`src/rtl/spi_master_ctrl.sv`:
```
// SPI mode-0 master controller with byte streaming, abort and a work-enable strobe for the downstream deserializer.
// Build option: define SPI_MSB_FIRST_EN for MSB-first bit order; the default build is LSB-first.
module spi_master_ctrl #(
    parameter int CLK_DIV = 4,
    parameter int LEN_W   = 4
) (
    input  logic             clk,
    input  logic             rst_n,
    input  logic             start,
    input  logic             abort,
    input  logic [LEN_W-1:0] tx_len,
    input  logic [7:0]       tx_data,
    output logic             tx_ack,
    output logic [7:0]       rx_data,
    output logic             rx_valid,
    output logic             busy,
    output logic             done,
    output logic             spi_cs_n,
    output logic             spi_sclk,
    output logic             spi_mosi,
    input  logic             spi_miso,
    output logic             work_en,
    output logic             work_pulse
);

    typedef enum logic [1:0] {
        ST_IDLE  = 2'd0,
        ST_SETUP = 2'd1,
        ST_XFER  = 2'd2,
        ST_HOLD  = 2'd3
    } state_t;

    localparam logic [7:0]       DIV_LAST = 8'(CLK_DIV - 1);
    localparam logic [LEN_W-1:0] LEN_ZERO = {LEN_W{1'b0}};
    localparam logic [LEN_W-1:0] LEN_ONE  = LEN_W'(1);

`ifdef SPI_MSB_FIRST_EN
    localparam logic [2:0] FIRST_IDX = 3'd7;
    localparam logic [2:0] LAST_IDX  = 3'd0;
`else
    localparam logic [2:0] FIRST_IDX = 3'd0;
    localparam logic [2:0] LAST_IDX  = 3'd7;
`endif

    // Walks the bit index in the configured shift direction.
    function automatic logic [2:0] next_idx(input logic [2:0] idx);
`ifdef SPI_MSB_FIRST_EN
        return idx - 3'd1;
`else
        return idx + 3'd1;
`endif
    endfunction

    state_t           state_r;
    logic [7:0]       div_r;
    logic [2:0]       bit_idx_r;
    logic [LEN_W-1:0] len_r;
    logic [7:0]       tx_byte_r;
    logic [7:0]       rx_shift_r;
    logic [7:0]       rx_data_r;
    logic             sclk_r;
    logic             cs_n_r;
    logic             mosi_r;
    logic             busy_r;
    logic             tx_ack_r;
    logic             rx_valid_r;
    logic             done_r;
    logic             work_pulse_r;
    logic             work_en_r;
    logic             div_tc_s;

    assign div_tc_s = (div_r == DIV_LAST);

    // Transaction FSM: divider, bit/byte sequencing and all registered outputs.
    always_ff @(posedge clk or negedge rst_n) begin
        if (!rst_n) begin
            state_r      <= ST_IDLE;
            div_r        <= 8'd0;
            bit_idx_r    <= FIRST_IDX;
            len_r        <= LEN_ZERO;
            tx_byte_r    <= 8'h00;
            rx_shift_r   <= 8'h00;
            rx_data_r    <= 8'h00;
            sclk_r       <= 1'b0;
            cs_n_r       <= 1'b1;
            mosi_r       <= 1'b0;
            busy_r       <= 1'b0;
            tx_ack_r     <= 1'b0;
            rx_valid_r   <= 1'b0;
            done_r       <= 1'b0;
            work_pulse_r <= 1'b0;
            work_en_r    <= 1'b0;
        end else begin
            tx_ack_r     <= 1'b0;
            rx_valid_r   <= 1'b0;
            done_r       <= 1'b0;
            work_pulse_r <= 1'b0;
            if (abort && (state_r != ST_IDLE)) begin
                // Cancel drops the partial byte and returns silently.
                state_r    <= ST_IDLE;
                div_r      <= 8'd0;
                bit_idx_r  <= FIRST_IDX;
                len_r      <= LEN_ZERO;
                rx_shift_r <= 8'h00;
                sclk_r     <= 1'b0;
                cs_n_r     <= 1'b1;
                work_en_r  <= 1'b0;
                mosi_r     <= 1'b0;
                busy_r     <= 1'b0;
            end else begin
                case (state_r)
                    ST_IDLE: begin
                        if (start && !abort && (tx_len != LEN_ZERO)) begin
                            state_r   <= ST_SETUP;
                            div_r     <= 8'd0;
                            bit_idx_r <= FIRST_IDX;
                            len_r     <= tx_len;
                            tx_byte_r <= tx_data;
                            mosi_r    <= tx_data[FIRST_IDX];
                            tx_ack_r  <= 1'b1;
                            cs_n_r    <= 1'b0;
                            work_en_r <= 1'b1;
                            busy_r    <= 1'b1;
                        end else begin
                            div_r <= 8'd0;
                        end
                    end
                    ST_SETUP: begin
                        if (div_tc_s) begin
                            state_r <= ST_XFER;
                            div_r   <= 8'd0;
                        end else begin
                            div_r <= div_r + 8'd1;
                        end
                    end
                    ST_XFER: begin
                        if (!div_tc_s) begin
                            div_r <= div_r + 8'd1;
                        end else if (!sclk_r) begin
                            div_r                 <= 8'd0;
                            sclk_r                <= 1'b1;
                            rx_shift_r[bit_idx_r] <= spi_miso;
                            work_pulse_r          <= 1'b1;
                        end else begin
                            div_r  <= 8'd0;
                            sclk_r <= 1'b0;
                            if (bit_idx_r == LAST_IDX) begin
                                rx_data_r  <= rx_shift_r;
                                rx_valid_r <= 1'b1;
                                len_r      <= len_r - LEN_ONE;
                                bit_idx_r  <= FIRST_IDX;
                                // Next byte starts on this same fall, so SCLK never pauses.
                                if (len_r != LEN_ONE) begin
                                    tx_byte_r <= tx_data;
                                    mosi_r    <= tx_data[FIRST_IDX];
                                    tx_ack_r  <= 1'b1;
                                end else begin
                                    state_r <= ST_HOLD;
                                    mosi_r  <= 1'b0;
                                end
                            end else begin
                                bit_idx_r <= next_idx(bit_idx_r);
                                mosi_r    <= tx_byte_r[next_idx(bit_idx_r)];
                            end
                        end
                    end
                    ST_HOLD: begin
                        if (div_tc_s) begin
                            state_r   <= ST_IDLE;
                            div_r     <= 8'd0;
                            cs_n_r    <= 1'b1;
                            work_en_r <= 1'b0;
                            busy_r    <= 1'b0;
                            done_r    <= 1'b1;
                        end else begin
                            div_r <= div_r + 8'd1;
                        end
                    end
                    default: begin
                        state_r   <= ST_IDLE;
                        div_r     <= 8'd0;
                        sclk_r    <= 1'b0;
                        cs_n_r    <= 1'b1;
                        work_en_r <= 1'b0;
                        mosi_r    <= 1'b0;
                        busy_r    <= 1'b0;
                    end
                endcase
            end
        end
    end

    assign tx_ack     = tx_ack_r;
    assign rx_data    = rx_data_r;
    assign rx_valid   = rx_valid_r;
    assign busy       = busy_r;
    assign done       = done_r;
    assign spi_cs_n   = cs_n_r;
    assign spi_sclk   = sclk_r;
    assign spi_mosi   = mosi_r;
    assign work_en    = work_en_r;
    assign work_pulse = work_pulse_r;

endmodule

```
`config.mk`:
```
export PLATFORM = sky130hd
export DESIGN_NAME = spi_master_ctrl
export DESIGN_NICKNAME = d
export VERILOG_FILES = /design/src/rtl/spi_master_ctrl.sv
export SDC_FILE = /design/constraint.sdc
export NUM_CORES = 1
export LEC_CHECK = 0
export CORE_ASPECT_RATIO = 1.5
export CORE_MARGIN = 1
export CORE_UTILIZATION = 49
export CTS_CLUSTER_SIZE = 40
export DETAILED_ROUTE_END_ITERATION = 10
export PLACE_DENSITY_LB_ADDON = 0.25
export SLEW_MARGIN = 15
export SYNTH_ARGS = -nofsm -noshare
export SYNTH_HDL_FRONTEND = slang
export SYNTH_SLANG_ARGS = --single-unit
```
`constraint.sdc`:
```
create_clock -name clk -period 2.28 [get_ports clk]
set_clock_uncertainty 0.2 [all_clocks]
set_input_delay 0.228 -clock clk [delete_from_list [all_inputs] [get_ports clk]]
set_output_delay 0.228 -clock clk [all_outputs]
set_load 0.1 [all_outputs]
```
==> reports/qor.csv, run 1 <==
metric;value;unit
dpl.hpwl;3790;µm
r2r-start;div_r[6]$_DFF_PN0_;
wl_per_cell;14.1;µm
final_antenna_net_count;0;
area_growth;26.7;%
vias;1974;
critPathCaptureType;flop;
synth_edf_count;0;
multi_input_area;0.00122;mm²
p_leak;1.48;nW
critPathKind;flop to flop;
critPathMaxFanout;8;
rsz0062_at_grt;true;
clock.fmax;438;MHz
port_buffers;33;
worst_slack;-1.25;ps
antenna_cells;0;
power_density;1060;mW/mm²
viasPerCell;5.45;
clock_path_buffers;2;
slew_headroom;0.695;
drc;0;
slowest_delay;560;ps
startpoint;div_r[6]$_DFF_PN0_;
r2r_slack;-1;ps
yosys.cell_types.count;46;
pre_cts_ws;-61.8;ps
final-seq-area;0.00123;mm²
cts_buffers;5;
yosysTopAreaCell;dfrtp_1;
pwr-share-seq;0.353;
yosys-top-cells-area;dfrtp_1, mux2_2, ha_1;
first_pass_iters;4;
drt_iter0_markers;77;
grt_pass1_vias;2019;
synth_common_cells;dfrtp_1, o21ai_0, mux2_2;
grt_pass1_wl;8650;µm
clockRootBuffer;clkbuf_8;
finalNetCount;321;
status;complete, but fails checks;
grt_max_degree;29;
setup_violations;1;
io_pins;34;
synth.most_common_cell;dfrtp_1;
sw_frac_of_total;0.413;
row_count;31;
avgSynthCellArea;10.5;µm²
syn_nets;266;
synth_top_family_by_area;simple AND/OR/NAND/NOR gates;
core;0.00489;mm²
crit-reg2reg-capture;tx_byte_r[5]$_DFFE_PN0P_;
syn-instance-count;240;
synth_simple_gate_area_frac;0.163;
r2r_cells;6;
synth_xor_area_frac;0.0243;
cp_slowest_cell;or4_4;
grt_antenna_before_repair;0;
clkPwrFrac;0.155;
die_area;0.00545;mm²
synth.top_cell.area_share;0.476;
finalCoreUtilization;0.654;
synth_compound_area_frac;0.135;
synth-main-ff-cell;dfrtp_1;
drive_above_1_share;0.287;
start_kind;flop;
tightestPinTransition;454;ps
die_x;60.6;µm
ys.warnings.count;0;
syn_area;0.00252;mm²
cp.required;2280;ps
p_switching;1.40;mW
worstHoldPathType;primary input to asynchronous set/reset pin;
start_util;0.516;
cp.arrival;2280;ps
ys_seq_area_frac;0.486;
clkTransAtPathRegs;100;ps
htreeDepth;2;
grt_util_all_layers;0.207;
die_h;89.9;µm
async_reset_ff_frac;1.00;
cp-endpoint;tx_byte_r[5]$_DFFE_PN0P_;
ys_seq_elements;49;
period_share;1.00;
hold_viol;0;
ir_drop;0.000635;V
grt_overflow;0;
path_cells;or4_4, nor3_4, nand4_2, a22oi_4, buf_12, mux2_2;
nFillCells;429;
fin_crit;2280;ps
globalplace.congestion;0.786;
drv_cap;0;
cts_tree;yes;
synth.area.mux_share;0.105;
power_frac_comb;0.491;
routed_wl;5110;µm
internal-power;1.99;mW
finalMaxSlewViolations;0;
clkLatencyLatePin;310;ps
synth_adder_area_share;0.0446;
violations;setup timing;
clock-sinks;49;
-- power by group through the flow --
stage / Clock, mW / Sequential (mW) / Combinational, mW
6_report: 0.528 / 1.20 / 1.67
5_1_grt: 0.581 / 1.23 / 1.82
4_1_cts: 0.545 / 1.20 / 1.59
3_5_place_dp: 0 / 1.21 / 1.56
3_3_place_gp: 0 / 1.21 / 1.52
2_1_floorplan: 0 / 1.39 / 0.955
-- sequential cells by signal, summed over array words and instances (netlist names) --
name,flops
bit_idx_r,3
div_r,8
done,1
len_r,4
rx_data,8
rx_shift_r,8
rx_valid,1
spi_cs_n,1
spi_mosi,1
spi_sclk,1
state_r,2
tx_ack,1
tx_byte_r,8
work_en,1
work_pulse,1
-- stage by stage --
| step | area, µm² | total power, mW | hold slack [ps] | setup TNS [ps] | cells |
|---|---|---|---|---|---|
| 2_1_floorplan | 2520 | 2.35 | -268 | 0 | 240 |
| 3_3_place_gp | 2990 | 2.73 | -119 | -105 | 347 |
| 3_5_place_dp | 2990 | 2.77 | -120 | -485 | 347 |
| 4_1_cts | 3140 | 3.33 | 85.9 | 0 | 359 |
| 5_1_grt | 3200 | 3.63 | 91.7 | -424 | 362 |
| 6_report | 3200 | 3.40 | 78.9 | -1.25 | 362 |
-- placed cells by master (no fill, tap or decap), types with 8 or more instances in the layout --
master / instances
ha_1: 8
dfrtp_1: 47
nand3_1: 10
buf_4: 42
mux2_2: 14
nand2b_1: 10
nor2_1: 15
nand2_1: 12
clkdlybuf4s50_1: 15
inv_1: 12
o21ai_0: 21
-- kinds of logic (layout without fill, tap and decap cells) --
family                   Yosys count  in the layout
adder cells (fa/ha/maj)            9              9
multiplexers                      23             23
flip-flops                        49             49
AND/OR/NAND/NOR                   74             74
AO/OA/AOI/OAI                     52             52
buffers and inverters             26             82
XOR/XNOR                           7              7
-- area by class of cell --
type | count | share of cell area
sequential | 49 | 0.384
multi-input combinational | 165 | 0.382
timing repair buffer | 62 | 0.164
tap | 66 | 0.0258
clock buffer | 5 | 0.0215
inverter | 12 | 0.0141
clock inverter | 3 | 0.00822
-- critical path, delay by kind of cell (launching register included) --
family / cells / cell delay (ps)
flops: 1 / 390
mux: 1 / 330
compound gates: 1 / 240
buf+inv: 1 / 150
simple gates: 3 / 860
-- repair_timing --
item / in CTS / in global routing
pin swaps: 4 / 1
buffers inserted: 3 / 3
hold buffers: 1 / 0
hold endpoints to repair: 48 / 0
endpoints found under the setup margin: 9 / 29
gates resized for setup: 1 / 9
-- metal layers --
layer / wire, µm / vias to the layer above / global-route usage
li1: - / 965 / -
met1: 2210 / 965 / 0.255
met2: 2670 / 36 / 0.351
met3: 145 / 8 / 0.0374
met4: 85 / 0 / 0.0701
met5: 0 / - / 0
-- worst min-delay path by stage --
stage	to	slack, ps	depth (start not counted)
floorplan	bit_idx_r[0]$_DFFE_PN0P_	-270	0
global placement	div_r[7]$_DFF_PN0_	-120	1
detailed placement	div_r[7]$_DFF_PN0_	-120	1
CTS	div_r[7]$_DFF_PN0_	90	2
global route	tx_ack$_DFF_PN0_	90	2
finish	div_r[7]$_DFF_PN0_	80	2
No activity file was read; power rests on OpenSTA's default activity.
==> run 2: changes to the inputs <==
Settings changed: SETUP_SLACK_MARGIN from default to 0.15.
==> reports/qor.csv, run 2 (synthesis results as in run 1) <==
metric;value;unit;change
status;complete, no violations;;
row_count;31;;unchanged
r2r_slack;6;ps;about the same
die_x;60.6;µm;unchanged
worstHoldPathType;primary input to asynchronous set/reset pin;;
core;0.00489;mm²;unchanged
power_density;1120;mW/mm²;+5.2%
slew_headroom;0.726;;+0.0312
finalCoreUtilization;0.668;;+0.0143
vias;1981;;+0.35%
critPathCaptureType;flop;;
area_growth;29.4;%;
start_kind;flop;;
final_common_cell;dfrtp_1;;
final_cell_mix;dfrtp_1, buf_4, nor2_1, clkdlybuf4s50_1, o21ai_0;;
clock_path_buffers;2;;unchanged
critPathKind;flop to flop;;
power;3.65;mW;+7.5%
clock-sinks;49;;unchanged
internal-power;2.15;mW;+8.0%
cts_tree;yes;;
cp.required;2270;ps;about the same
grt_antenna_before_repair;0;;unchanged
p_switching;1.50;mW;+6.8%
globalplace.congestion;0.838;;+6.5%
clock.fmax;440;MHz;+0.33%
hold_viol;0;;unchanged
io_pins;34;;unchanged
setup-tns-final;0;ps;+1.25 ps
rsz0062_at_grt;true;;
drive_above_1_share;0.311;;+0.0234
sw_frac_of_total;0.410;;-0.00275
critPathMaxFanout;8;;unchanged
cts_buffers;5;;unchanged
htreeDepth;2;;unchanged
drt_iter0_markers;43;;-44%
stdcell_area;0.00327;mm²;+2.2%
antenna_cells;0;;unchanged
p_leak;1.51;nW;+1.4%
grt_util_all_layers;0.215;;+0.00830
hold_ws;80.5;ps;+1.64 ps
clkTransAtPathRegs;90;ps;about the same
grt_pass1_wl;8880;µm;+2.6%
routed_wl;5340;µm;+4.4%
finalMaxSlewViolations;0;;unchanged
drc;0;;unchanged
die_area;0.00545;mm²;unchanged
setup_violations;0;;-1
grt_pass1_vias;1991;;-1.4%
start_util;0.516;;unchanged
dpl.hpwl;3920;µm;+3.4%
period_share;0.997;;-0.00324
clockRootBuffer;clkbuf_8;;
fin_crit;2270;ps;-7.39 ps
port_buffers;33;;unchanged
grt_overflow;0;;unchanged
final_antenna_net_count;0;;unchanged
pwr-share-seq;0.330;;-0.023
viasPerCell;5.52;;+1.2%
clkPwrFrac;0.143;;-0.012
post_dp_cell_area;0.00299;mm²;-0.25%
wl_per_cell;14.9;µm;+5.3%
first_pass_iters;4;;unchanged
finalNetCount;319;;-0.62%
grt_max_degree;29;;unchanged
clkLatencyLatePin;300;ps;about the same
power_frac_comb;0.527;;+0.036
ir_drop;0.000663;V;+4.3%
cp.arrival;2260;ps;-20 ps
die_h;89.9;µm;unchanged
tightestPinTransition;400;ps;-54.0 ps
drv_cap;0;;unchanged
## run 2: final cells by class
class                           instances  area [µm²]
Fill cell                             399        1620
Multi-Input combinational cell        165        1300
Sequential cell                        49        1230
Timing Repair Buffer                   60         519
Clock buffer                            6        82.6
Tap cell                               66        82.6
Inverter                               12        45.0
Clock inverter                          1        7.51
## run 2: per-stage QoR
stage | std cells | setup slack [ps]
floorplan | 240 | 71.8
CTS | 358 | 38.9
detailed placement | 346 | -4.54
global route | 359 | -59.7
global placement | 346 | 36.8
finish | 359 | 6.14
## run 2: final timing paths
path / startpoint / endpoint / cells after the start
worst max-delay path: div_r[4]$_DFF_PN0_ / tx_byte_r[6]$_DFFE_PN0P_ / 6
worst min-delay path: rst_n / div_r[4]$_DFF_PN0_ / 2
worst max register to register: div_r[4]$_DFF_PN0_ / tx_byte_r[6]$_DFFE_PN0P_ / 6
worst min register to register: rx_shift_r[0]$_DFFE_PN0P_ / rx_shift_r[0]$_DFFE_PN0P_ / 2
max in group asynchronous: rst_n / bit_idx_r[0]$_DFFE_PN0P_ / 3
min in group clk: rx_shift_r[0]$_DFFE_PN0P_ / rx_shift_r[0]$_DFFE_PN0P_ / 2
## run 2: what timing repair did
item                                    4_1_cts  5_1_grt
pin swaps                                     0        3
endpoints found under the setup margin       35       37
hold buffers                                  1        0
hold endpoints to repair                     48        0
gates resized for setup                      17       20
setup buffers                                 4        1
## run 2: layer usage
| metal | GRT usage | share of wire |
|---|---|---|
| met4 | 0.0928 | 0.030 |
| met5 | 0 | 0 |
| met1 | 0.272 | 0.41 |
| met3 | 0.0446 | 0.029 |
| met2 | 0.345 | 0.53 |
## run 2: critical path, stage by stage, from the launching register on
cell and delay, ps:
dfrtp_1 390, or4_4 560, nor3_4 170, nand4_2 150, a22oi_4 220, buf_12 160
mux2_4 300
## run 2: power groups by stage
stage | registers, mW | logic (mW) | clock network (mW)
after detailed placement | 1.21 | 1.60 | 0
after CTS | 1.20 | 1.77 | 0.530
after global placement | 1.19 | 1.56 | 0
after floorplan | 1.39 | 0.958 | 0
final | 1.20 | 1.93 | 0.522
after global routing | 1.23 | 2.07 | 0.578
